<file path="config.mk">
export PLATFORM = sky130hd
export DESIGN_NAME = input_conditioner_3in
export DESIGN_NICKNAME = d
export VERILOG_FILES = /design/src/rtl/input_conditioner_3in.sv
export SDC_FILE = /design/constraint.sdc
export NUM_CORES = 1
export LEC_CHECK = 0
export CAP_MARGIN = 20
export CELL_PAD_IN_SITES_DETAIL_PLACEMENT = 1
export CELL_PAD_IN_SITES_GLOBAL_PLACEMENT = 2
export CORE_MARGIN = 3
export CORE_UTILIZATION = 34
export DETAILED_ROUTE_END_ITERATION = 8
export GPL_TIMING_DRIVEN = 0
export PLACE_DENSITY = 0.87
export SETUP_SLACK_MARGIN = 0.05
export SLEW_MARGIN = 40
export SYNTH_ARGS = -nofsm -noshare
export SYNTH_HDL_FRONTEND = slang
export SYNTH_SLANG_ARGS = --single-unit
</file>
<file path="constraint.sdc">
create_clock -name clk -period 2.68 [get_ports clk]
set_input_delay 0.536 -clock clk [delete_from_list [all_inputs] [get_ports clk]]
set_output_delay 0.536 -clock clk [all_outputs]
set_load 0.02 [all_outputs]
</file>
<file path="src/rtl/input_conditioner_3in.sv">
// input_conditioner_3in: synchronizes and debounces three raw lines as one vector, committing only stable values.
module input_conditioner_3in #(
  parameter int STABLE_CYCLES = 4,
  parameter int GLITCH_W = 8
) (
  input  logic                clk,
  input  logic                rst,
  input  logic                raw_in1,
  input  logic                raw_in2,
  input  logic                raw_in3,
  input  logic                hold,
  output logic                in1,
  output logic                in2,
  output logic                in3,
  output logic                settled,
  output logic                changed,
  output logic [GLITCH_W-1:0] glitch_cnt
);
  localparam int CW = $clog2(STABLE_CYCLES) + 1;
  localparam logic [CW-1:0] LAST = CW'(STABLE_CYCLES - 1);
  typedef enum logic {STABLE, SETTLING} state_t;
  state_t state, state_n;
  logic [2:0] sync1, s, c, k, c_n, k_n;
  logic [CW-1:0] cnt, cnt_n;
  logic [GLITCH_W-1:0] glitch_n, glitch_inc;
  logic changed_n;
  assign glitch_inc = &glitch_cnt ? glitch_cnt : glitch_cnt + 1'b1;
  assign {in1, in2, in3} = c;
  always_ff @(posedge clk or posedge rst)
    if (rst) begin
      sync1 <= '0;
      s <= '0;
      state <= STABLE;
      c <= '0;
      k <= '0;
      cnt <= '0;
      glitch_cnt <= '0;
      changed <= 1'b0;
      settled <= 1'b1;
    end else begin
      sync1 <= {raw_in1, raw_in2, raw_in3};
      s <= sync1;
      state <= state_n;
      c <= c_n;
      k <= k_n;
      cnt <= cnt_n;
      glitch_cnt <= glitch_n;
      changed <= changed_n;
      settled <= state_n == STABLE;
    end
  // Priority: abort, retarget, count, hold at the last count, commit.
  always_comb begin
    state_n = state;
    c_n = c;
    k_n = k;
    cnt_n = cnt;
    glitch_n = glitch_cnt;
    changed_n = 1'b0;
    if (state == STABLE) begin
      if (s != c) begin
        k_n = s;
        cnt_n = CW'(1);
        state_n = SETTLING;
      end
    end else if (s != k) begin
      glitch_n = glitch_inc;
      state_n = s == c ? STABLE : SETTLING;
      k_n = s == c ? k : s;
      cnt_n = s == c ? cnt : CW'(1);
    end else if (cnt < LAST) begin
      cnt_n = cnt + 1'b1;
    end else if (!hold) begin
      c_n = k;
      changed_n = 1'b1;
      state_n = STABLE;
    end
  end
endmodule
</file>
# Word level (Yosys, flattened, before mapping)
# Index checks and enable logic that the tools add are counted.
[classes] n_reduce_logical=6 order_cmp=1 bitwise_logic=5 n_eq_ne=7 mux=19 add_sub_neg=2
[op_table] cell="2-to-1 mux 3 bit" n=9
[op_table] cell="2-to-1 mux 1 bit" n=10
[op_table] cell="AND reduction 3 bit" n=3
[op_table] cell="adder 8 x 1 -> 8 bit (second input constant)" n=1
[op_table] cell="AND reduction 8 bit" n=1
[op_table] cell="!= test 3 bit" n=2
[op_table] cell="inverter 1 bit" n=5
[op_table] cell="AND reduction 4 bit" n=1
[op_table] cell="adder 3 x 1 -> 3 bit (second input constant)" n=1
[op_table] cell="equality test 3 bit" n=1
[op_table] cell="< comparator 3 x 2 -> 1 bit (second input constant)" n=1
[op_table] cell="!= test 3 x 1 -> 1 bit (second input constant)" n=1
[op_table] cell="!= test 3 bit (second input constant)" n=1
[op_table] cell="!= test 2 x 1 -> 1 bit (second input constant)" n=1
[op_table] cell="!= test 2 bit (second input constant)" n=1
[op_table] cell="nonzero test 2 bit" n=1
[word_totals] register_bits=26 inputBits=6 output_inout_bits=13

# Longest topological paths before layout
# Gate-level depths: netlist of run 1.
[depth] depth_word=5 mapped_depth=5 ltp_nobuf=5

# Worst setup path before layout of run 1
# No wires, ideal clock.
[synth_path] path_type="reg-to-reg" from="register k[0]" to="register c[0]" path_slack_ns=0.833 arrival_time_ns=1.723 period_less_slack_ns=1.847 stages_incl_launch_ff=5 cell_sequence="dfrtp_1 > xor2_1 > or4b_4 > nor3_4 > mux2_2"
[synth_via] elab_chain_cells=3
[synth_lines] item="from (decl)" line_no="23" source="logic [2:0] sync1, s, c, k, c_n, k_n;"
[synth_lines] item="from (signal assigned)" line_no="45" source="k <= k_n;"
[synth_lines] item="!= test 3 bit" line_no="65" source="end else if (s != k) begin"
[synth_lines] item="inverter 1 bit (no source line)"
[synth_lines] item="AND reduction 4 bit (no source line)"
[synth_lines] item="to (signal assigned)" line_no="44" source="c <= c_n;"
[synth_lines] item="to (decl)" line_no="23"
# Parallel ways exist; a longest one is shown, timed or not.
# A chain may end at the register's enable or synchronous reset.

# Worst setup path after layout of run 1
[layout_path] from="register k[1]" to="register c[2]"
[layout_via] elab_chain_cells=3
[layout_lines] item="!= test 3 bit" line_no="65"
[layout_lines] item="inverter 1 bit (no source line)"
[layout_lines] item="AND reduction 4 bit (no source line)"
# No other way between the ends.

==> results of run 1 <==
## per-layer routing
layer / vias up / wire length, microns / track usage (%)
li1: 356 / - / -
met3: 4 / 86 / 3.24
met5: - / 0 / 0
met4: 0 / 26 / 4.13
met2: 21 / 1010 / 19.6
met1: 372 / 972 / 13.8
## cells by family after synthesis
group                    after synthesis
AND/OR/NAND/NOR                       28
flip-flops                            26
XOR/XNOR                              13
AO/OA/AOI/OAI                          9
multiplexers                           7
buffers and inverters                  3
adder cells (fa/ha/maj)                2
## how the worst min path moves through the flow
stage / start / endpoint / slack, ns / depth (start not counted)
after floorplan: sync1[0]$_DFF_PP0_ / s[0]$_DFF_PP0_ / 0.33 / 0
final: sync1[0]$_DFF_PP0_ / s[0]$_DFF_PP0_ / 0.37 / 0
after global placement: sync1[0]$_DFF_PP0_ / s[0]$_DFF_PP0_ / 0.33 / 0
after global routing: sync1[0]$_DFF_PP0_ / s[0]$_DFF_PP0_ / 0.37 / 0
after CTS: sync1[0]$_DFF_PP0_ / s[0]$_DFF_PP0_ / 0.37 / 0
after detailed placement: sync1[0]$_DFF_PP0_ / s[0]$_DFF_PP0_ / 0.34 / 0
## per-stage QoR
stage                     power (W)  utilization [%]  hold slack, ns
after detailed placement    0.00123             43.5           0.339
final                       0.00142             44.8           0.369
after CTS                   0.00144             44.7           0.372
after floorplan            0.000987                -           0.331
after global placement      0.00120             43.5           0.332
after global routing        0.00152             44.8           0.373
## state kept, by name (all words and copies together) (netlist names)
signal      cells
k               3
cnt             3
sync1           3
changed         1
glitch_cnt      8
settled         1
c               3
s               3
state           1
## cell usage after synthesis
library cell  number  area share (%)
nor3_4             1             1.5
inv_1              2            0.68
nand2b_1           1            0.57
nor2b_1            1            0.57
ha_1               2             2.3
a21o_1             1            0.68
a41oi_1            1            0.79
or3_1              2             1.1
or2_2              1            0.57
nand3_1            4             1.8
buf_2              1            0.45
nor3_1             3             1.4
and3_1             1            0.57
nor3b_1            1            0.68
nand4_1            4             2.3
a21oi_1            6             2.7
or4b_4             1             1.2
nor2_1             2            0.68
nor4_1             2             1.1
o21ai_0            1            0.45
nand2_1            4             1.4
dfrtp_1           25              57
xnor2_1            5             4.0
xor2_1             8             6.3
mux2_2             7             7.1
dfstp_2            1             2.4
## layout make-up
cell class | instances | area [sq um] | share of cell area [%]
well taps | 44 | 55.1 | 3.99
repair buffers | 18 | 180 | 13.1
flip-flops and latches | 26 | 652 | 47.2
multi-input cells | 59 | 444 | 32.2
plain buffers | 1 | 5.00 | 0.363
clock buffers | 4 | 36.3 | 2.63
inverters | 2 | 7.51 | 0.544
## report_power, final
part	internal, W	leakage, nW	switching (W)	total, W
Clock	0.0000831	0.0210	0.000117	0.000200
Sequential	0.000507	0.315	0.000121	0.000629
Combinational	0.000299	0.262	0.000294	0.000593
## worst max-delay path, stage by stage (launching register included)
cell and delay, ns:
dfrtp_1 0.43, xor2_1 0.21, or4b_4 0.58, nor3_4 0.33, mux2_2 0.37
==> metrics, run 1 <==
Cells after Synth between 80 and 90; Post-Synth Simple-Gate Area between 10% and 20%; post-DP HPWL between 1.5 and 2 mm; minimum clock period 2.03 ns; CTS Hold Bufs 0; min-delay worst type reg -> reg; Layout Cells excl Fill between 150 and 200; GRT overflow 0; core area slightly above 3000 sq um; r2r setup slk ~0.65 ns; largest family of logic cells by synthesized area simple AND/OR/NAND/NOR gates; pwr dens between 1000 and 1500 nW/um^2; placed cell area 1340 sq um; # rows 20; Iter 0 DRT Violations 35; Synth Net Count 96; headroom to the max-slew limit approximately 65%; H-Tree Level Count 1; first-pass GRT wire length about 3.6 mm; total wire length roughly 2.1 mm; die width 63.0 microns; Clock transition at path regs approximately 0.14 ns; Seq/Total Area, Yosys about three fifths; FILL cells 340; RSZ-0062 raised after global routing false; Setup violations, final 0; Crit. Startpoint k[1]$_DFFE_PP0P_; clk sinks 26; cts bufs inserted 3; I/O pins 19; dpl cells 150; final worst slack roughly 0.65 ns; area delta synth->final 25.1%; Crit path required time about 2.9 ns; P_leak 0.598 nW; Vias per Instance between 4 and 5; total of max-cap violations 0; Synth Area in Compound Gates approximately 4.6%; Peak supply drop approximately 340 uV; status finished clean; share of post-route cells with drive strength above 1 16.4%; post-synth cell types 26; Final Hold Fails 0; Die Ht 63.0 microns; Mean Syn Cell Area between 10 and 15 sq um; R2R depth 4; routed len/inst 13.6 microns; Critical Path AT roughly 2.3 ns; worst-path fanout max 6; vias in the first global route slightly above 800; crit path to c[2]$_DFFE_PP0P_; Worst-Margin Slew roughly 0.53 ns; mux share of post-synthesis cell area about 7.1%; largest net degree at the start of global routing 27; skew final ~0.0083 ns; Max Clk Rate just under 500 MHz; antenna diode count 0; Post-CTS Setup Repair Bufs 0; Reg2Reg Launch Point k[1]$_DFFE_PP0P_; Critical Path Sink Type register; Pre-antenna DRT Iters 4; nets between 100 and 150; Post-Synth Adder-Cell Area under 10%; initial cell density of the core 35.9%; Final Wtd Congestion slightly above 0.8; post-cts gate resize count 0; Port Buffers 18; crit share post-route 75.6%; most frequent cells in the layout dfrtp_1, clkdlybuf4s50_1, xor2_1, mux2_2, a21oi_1; path type of the worst setup path reg -> reg; area share of xor/xnor cells in the synthesized design 10.3%; initial antenna violation count 0; aggregate global-route resource usage approximately 12%; residual DRC count 0; Critical Path Source Type register; Design Area, Final between 1000 and 1500 sq um; deepest clock path buffer count 2; FF+latch count, synth 26; commonest non-fill, non-tap cell in the layout dfrtp_1; pins over their slew limit 0; clock latency on the worst-skew pair about 0.32 ns; mapped cell area 1100 sq um; setup TNS 0 ns; RR Endpoint c[2]$_DFFE_PP0P_; CTS tree built; post-route ant nets 0; synth warn 0; CTS root buf clkbuf_4; DIE AREA roughly 4000 sq um; worst slack, placed roughly 0.67 ns; vias 753
No activity file was read; power rests on OpenSTA's default activity.
==> inputs of run 2 (changes only) <==
==> constraint.sdc (replaced) <==
create_clock -name clk -period 2 [get_ports clk]
set_input_delay 0.4 -clock clk [delete_from_list [all_inputs] [get_ports clk]]
set_output_delay 0.4 -clock clk [all_outputs]
set_load 0.02 [all_outputs]
==> run 2 against run 1 <==
  * Core utilization is 3.4 points higher
  * Final area is 7.6% higher
  * Non-clock buffer count is 11 higher
==> metrics, run 2 (synthesized netlist as in run 1, its figures left out) <==
antenna diode count 0 (unchanged); DRT met1 WL 1.03 mm (+5.7%); Iter 0 DRT Violations 37 (+5.7%); GRT overflow 0 (unchanged); area delta synth->final 34.6%; Int Power 0.00125 W (+41%); vias 828 (+10%); Critical Path AT 2.16 ns (-0.09 ns); largest net degree at the start of global routing 27 (unchanged); crit share post-route 96.1% (+21 points); die width 63.0 microns (unchanged); status finished clean; Comb power frac 44.1% (+2.4 points); Final Wtd Congestion 0.824 (unchanged); Clock transition at path regs 0.14 ns (about the same); CTS root buf clkbuf_4; Peak supply drop 516 uV (+50%); first-pass GRT wire length 4.15 mm (+15%); total wire length 2.39 mm (+14%); dpl cells 150 (unchanged); skew final 0.00116 ns (-0.00717 ns); highest routed layer met4; Critical Path Sink Type register; post-DP HPWL 1.53 mm (unchanged); switching share of power 37.3% (-0.15 points); Setup violations, final 0 (unchanged); Critical Path Source Type register; cts bufs inserted 3 (unchanged); nets 130 (+9.2%); Largest register FFs 8 (unchanged); minimum clock period 1.92 ns (-0.104 ns); pins over their slew limit 0 (unchanged); Max Clk Rate 520 MHz (+5.4%); Top reg by flops glitch_cnt; Vias per Instance 5.02 (+2.6%); pwr dens 1340 nW/um^2 (+31%); CTS tree built; Pre-antenna DRT Iters 4 (unchanged); clk sinks 26 (unchanged); FILL cells 342 (+0.59%); most frequent cells in the layout dfrtp_1, clkdlybuf4s50_1, buf_4, xor2_1, a21oi_1; total of max-cap violations 0 (unchanged); clock share of power 13.7% (-0.4 points); Crit path required time 2.24 ns (-0.66 ns); setup TNS 0 ns (unchanged); initial antenna violation count 0 (unchanged); path type of the worst setup path reg -> reg; clock latency on the worst-skew pair 0.33 ns (about the same); initial cell density of the core 35.9% (unchanged); # rows 20 (unchanged); placed cell area 1340 sq um (unchanged); CTS Hold Bufs 0 (unchanged); Die Ht 63.0 microns (unchanged); H-Tree Level Count 1 (unchanged); DIE AREA 3970 sq um (unchanged); vias in the first global route 901 (+11%); Worst-Margin Slew 0.536 ns (+0.00616 ns); aggregate global-route resource usage 13.3% (+1.8 points); deepest clock path buffer count 2 (unchanged); headroom to the max-slew limit 64.2% (-0.41 points); I/O pins 19 (unchanged); min-delay worst type reg -> reg; Layout Cells excl Fill 165 (+7.1%); RSZ-0062 raised after global routing true; Final Hold Fails 0 (unchanged); post-route ant nets 0 (unchanged); P_sw 0.000745 W (+40%); DR WL met2 1.20 mm (+18%); commonest non-fill, non-tap cell in the layout dfrtp_1; core area 3080 sq um (unchanged); routed len/inst 14.5 microns (+6.4%); worst-path fanout max 5 (-1); Tot Pwr 0.00200 W (+40%); residual DRC count 0 (unchanged); P_leak 0.658 nW (+10%); WL met3 108 microns (+26%); final worst slack 0.0775 ns (-0.576 ns); Design Area, Final 1490 sq um (+7.6%); worst slack, placed -0.0118 ns (-0.680 ns); sequential share of power 42.3% (-1.9 points); Port Buffers 18 (unchanged); share of post-route cells with drive strength above 1 24.8% (+8.4 points)
## run 2: path summary, 6_finish.rpt
| kind | startpoint | endpoint | slack (ns) | cells after the start |
|---|---|---|---|---|
| setup / recovery | s[1]$_DFF_PP0_ | c[2]$_DFFE_PP0P_ | 0.08 | 5 |
| hold / removal | sync1[0]$_DFF_PP0_ | s[0]$_DFF_PP0_ | 0.37 | 0 |
| setup reg to reg | s[1]$_DFF_PP0_ | c[2]$_DFFE_PP0P_ | 0.08 | 5 |
| hold reg to reg | sync1[0]$_DFF_PP0_ | s[0]$_DFF_PP0_ | 0.37 | 0 |
| max in group asynchronous | rst | settled$_DFF_PP1_ | 1.22 | 2 |
| min in group asynchronous | rst | sync1[0]$_DFF_PP0_ | 0.41 | 2 |
## run 2: layout make-up
type	count	area, sq um	share of cell area [%]
plain buffers	1	5.00	0.337
multi-input cells	59	463	31.2
well taps	44	55.1	3.71
clock buffers	4	36.3	2.44
flip-flops and latches	26	652	43.9
inverters	2	7.51	0.505
repair buffers	29	267	17.9
## run 2: routing by layer
metal | GRT usage [%] | vias to the layer above
met5 | 0 | -
met4 | 5.79 | 0
met3 | 2.70 | 7
met2 | 23.5 | 28
met1 | 15.5 | 415
li1 | - | 378
## run 2: through the flow
step / util [%] / hold slack, ns
after CTS: 47.3 / 0.372
after global routing: 48.3 / 0.373
after floorplan: - / 0.331
after global placement: 43.5 / 0.332
after detailed placement: 43.5 / 0.339
final: 48.3 / 0.370
## run 2: power groups by stage
stage / clock network, W / logic (W) / registers (W)
after floorplan: 0 / 0.000371 / 0.000952
after global placement: 0 / 0.000769 / 0.000842
after detailed placement: 0 / 0.000798 / 0.000856
after CTS: 0.000282 / 0.000854 / 0.000840
after global routing: 0.000306 / 0.000955 / 0.000873
final: 0.000273 / 0.000881 / 0.000844
## run 2: what timing repair did
action,CTS,global route
setup buffers,9,2
endpoints found under the setup margin,5,3
endpoints found under the hold margin,0,0
pin swaps,2,3
gates resized for setup,3,3
## run 2: worst max-delay path: stages, from the launching register on
cell     delay [ns]
dfrtp_1        0.44
xor2_2         0.19
or4b_4         0.57
nor3_4         0.18
buf_6          0.15
mux2_4         0.30
==> inputs of run 3 (changes only) <==
--- a/config.mk
+++ b/config.mk
@@ -9,10 +9,11 @@
 export CELL_PAD_IN_SITES_DETAIL_PLACEMENT = 1
 export CELL_PAD_IN_SITES_GLOBAL_PLACEMENT = 2
 export CORE_MARGIN = 3
-export CORE_UTILIZATION = 34
+export CORE_UTILIZATION = 30
 export DETAILED_ROUTE_END_ITERATION = 8
 export GPL_TIMING_DRIVEN = 0
-export PLACE_DENSITY = 0.87
+export PLACE_DENSITY = 0.79
+export REMOVE_ABC_BUFFERS = 1
 export SETUP_SLACK_MARGIN = 0.05
 export SLEW_MARGIN = 40
 export SYNTH_ARGS = -nofsm -noshare
==> run 3 against run 2 <==
  * Sequential cell count stayed put
  * Combinational power shrank 9.1%
  * Final area decreased by 2.9%
  * Critical endpoint is now c[0]$_DFFE_PP0P_
  * Power down 0.31%
  * Die area up 12%
  * Cell count fell by 2.4%
  * Global-route usage is 2.0 points lower
  * Count of clock-buffer cells in the layout unchanged
==> metrics, run 3 (synthesized netlist as in run 1, its figures left out) <==
status finished clean; most frequent cells in the layout dfrtp_1, clkdlybuf4s50_1, xor2_1, mux2_2; Final Hold Fails 0 (unchanged); dpl cells 151 (+0.67%); switching share of power 36.1% (-1.2 points); min-delay worst type reg -> reg; RSZ-0062 raised after global routing true; Critical Path AT 2.10 ns (-0.06 ns); Design Area, Final 1440 sq um (-2.9%); core area 3440 sq um (+12%); CTS tree built; skew final 0.00535 ns (+0.00419 ns); clock latency on the worst-skew pair 0.26 ns (-0.07 ns); FF/Latch Area 652 sq um (unchanged); deepest clock path buffer count 2 (unchanged); worst-path fanout max 4 (-1); Iter 0 DRT Violations 21 (-43%); Final Wtd Congestion 0.691 (-16%); setup TNS 0 ns (unchanged); Int Power 0.00127 W (+1.7%); path type of the worst setup path reg -> reg; Critical Path Sink Type register; met2 usage 17.9% (-5.5 points); Comb power frac 40.2% (-3.9 points); DIE AREA 4440 sq um (+12%); commonest non-fill, non-tap cell in the layout dfrtp_1; routed len/inst 13.4 microns (-7.4%); # rows 21 (+5.0%); Critical Path Source Type register; met3 usage 2.36% (-0.34 points); clock share of power 16.6% (+2.9 points); P_leak 0.632 nW (-3.9%); total of max-cap violations 0 (unchanged); headroom to the max-slew limit 64.0% (-0.24 points); met1 GRT Util 14.4% (-1.1 points); vias 755 (-8.8%); sequential share of power 43.2% (+0.9 points); Multi-input gate area 444 sq um (-4.1%); initial cell density of the core 32.1% (-3.8 points); FILL cells 378 (+11%); CTS root buf clkbuf_8; P_sw 0.000719 W (-3.6%); Worst Hold Path Cells 0 (unchanged); aggregate global-route resource usage 11.3% (-2.0 points); placed cell area 1340 sq um (-0.19%); I/O pins 19 (unchanged); pins over their slew limit 0 (unchanged); Port Buffers 18 (unchanged); worst hold slack 0.355 ns (-0.0153 ns); worst slack, placed -0.00693 ns (+0.00490 ns); initial antenna violation count 0 (unchanged); post-DP HPWL 1.52 mm (-0.55%); Layout Cells excl Fill 161 (-2.4%); Die Ht 66.7 microns (+5.8%); cts bufs inserted 3 (unchanged); first-pass GRT wire length 3.71 mm (-11%); nets 124 (-4.6%); die width 66.7 microns (+5.8%); pwr dens 1380 nW/um^2 (+2.7%); area delta synth->final 30.6%; R2R depth 4 (-1); share of post-route cells with drive strength above 1 20.0% (-4.8 points); crit share post-route 97.3% (+1.1 points); Vias per Instance 4.69 (-6.6%); Worst-Margin Slew 0.540 ns (+0.00356 ns); clk sinks 26 (unchanged); largest net degree at the start of global routing 27 (unchanged); Peak supply drop 412 uV (-20%); Largest register FFs 8 (unchanged); vias in the first global route 756 (-16%); final worst slack 0.0548 ns (-0.0227 ns); Pre-antenna DRT Iters 4 (unchanged); minimum clock period 1.95 ns (+0.0227 ns); Max Clk Rate 514 MHz (-1.2%); antenna diode count 0 (unchanged); Crit path required time 2.15 ns (-0.09 ns); GRT overflow 0 (unchanged); residual DRC count 0 (unchanged); CTS Hold Bufs 0 (unchanged); Top reg by flops glitch_cnt; Setup violations, final 0 (unchanged); H-Tree Level Count 1 (unchanged); Top Usage Layer GRT met2; Clock transition at path regs 0.09 ns (-0.05 ns); post-route ant nets 0 (unchanged); total wire length 2.16 mm (-9.7%)
==> run 3: final timing paths <==
path | slack (ns) | from | end
worst max-delay path | 0.05 | k[1]$_DFFE_PP0P_ | c[0]$_DFFE_PP0P_
worst min-delay path | 0.35 | sync1[2]$_DFF_PP0_ | s[2]$_DFF_PP0_
worst max register to register | 0.05 | k[1]$_DFFE_PP0P_ | c[0]$_DFFE_PP0P_
worst min register to register | 0.35 | sync1[2]$_DFF_PP0_ | s[2]$_DFF_PP0_
max in group asynchronous | 1.13 | rst | settled$_DFF_PP1_
min in group asynchronous | 0.49 | rst | s[1]$_DFF_PP0_
==> run 3: layer usage <==
| metal | vias to the layer above | routed length, microns | part of all wire [%] |
|---|---|---|---|
| met1 | 379 | 987 | 46 |
| met5 | - | 0 | 0 |
| met2 | 10 | 1050 | 48 |
| met4 | 0 | 48 | 2.2 |
| met3 | 4 | 78 | 3.6 |
| li1 | 362 | - | - |
==> run 3: power groups by stage <==
stage	registers, W	logic [W]	clock network [W]
4_1_cts	0.000861	0.000801	0.000348
2_1_floorplan	0.000964	0.000353	0
6_report	0.000861	0.000801	0.000330
3_3_place_gp	0.000862	0.000753	0
3_5_place_dp	0.000872	0.000780	0
5_1_grt	0.000889	0.000878	0.000371
==> run 3: area by class of cell <==
cell class | instances | area share [%]
Tap cell | 46 | 3.99
Inverter | 2 | 0.521
Clock buffer | 4 | 3.82
Multi-Input combinational cell | 59 | 30.8
Timing Repair Buffer | 24 | 15.6
Sequential cell | 26 | 45.2
==> run 3: what timing repair did <==
action,in CTS,in global routing
setup endpoints to repair,3,6
pin swaps,2,1
buffers inserted,4,2
hold endpoints to repair,0,0
resized for setup,0,1
==> run 3: through the flow <==
step / total power [W] / utilization (%)
after floorplan: 0.00132 / -
after global placement: 0.00162 / 38.8
after detailed placement: 0.00165 / 38.8
after CTS: 0.00201 / 41.3
after global routing: 0.00214 / 41.9
final: 0.00199 / 41.9
==> run 3: critical path, stage by stage (launching register included) <==
cell     delay [ns]
dfrtp_1        0.40
xor2_1         0.19
or4b_4         0.58
nor3_4         0.29
mux2_2         0.37
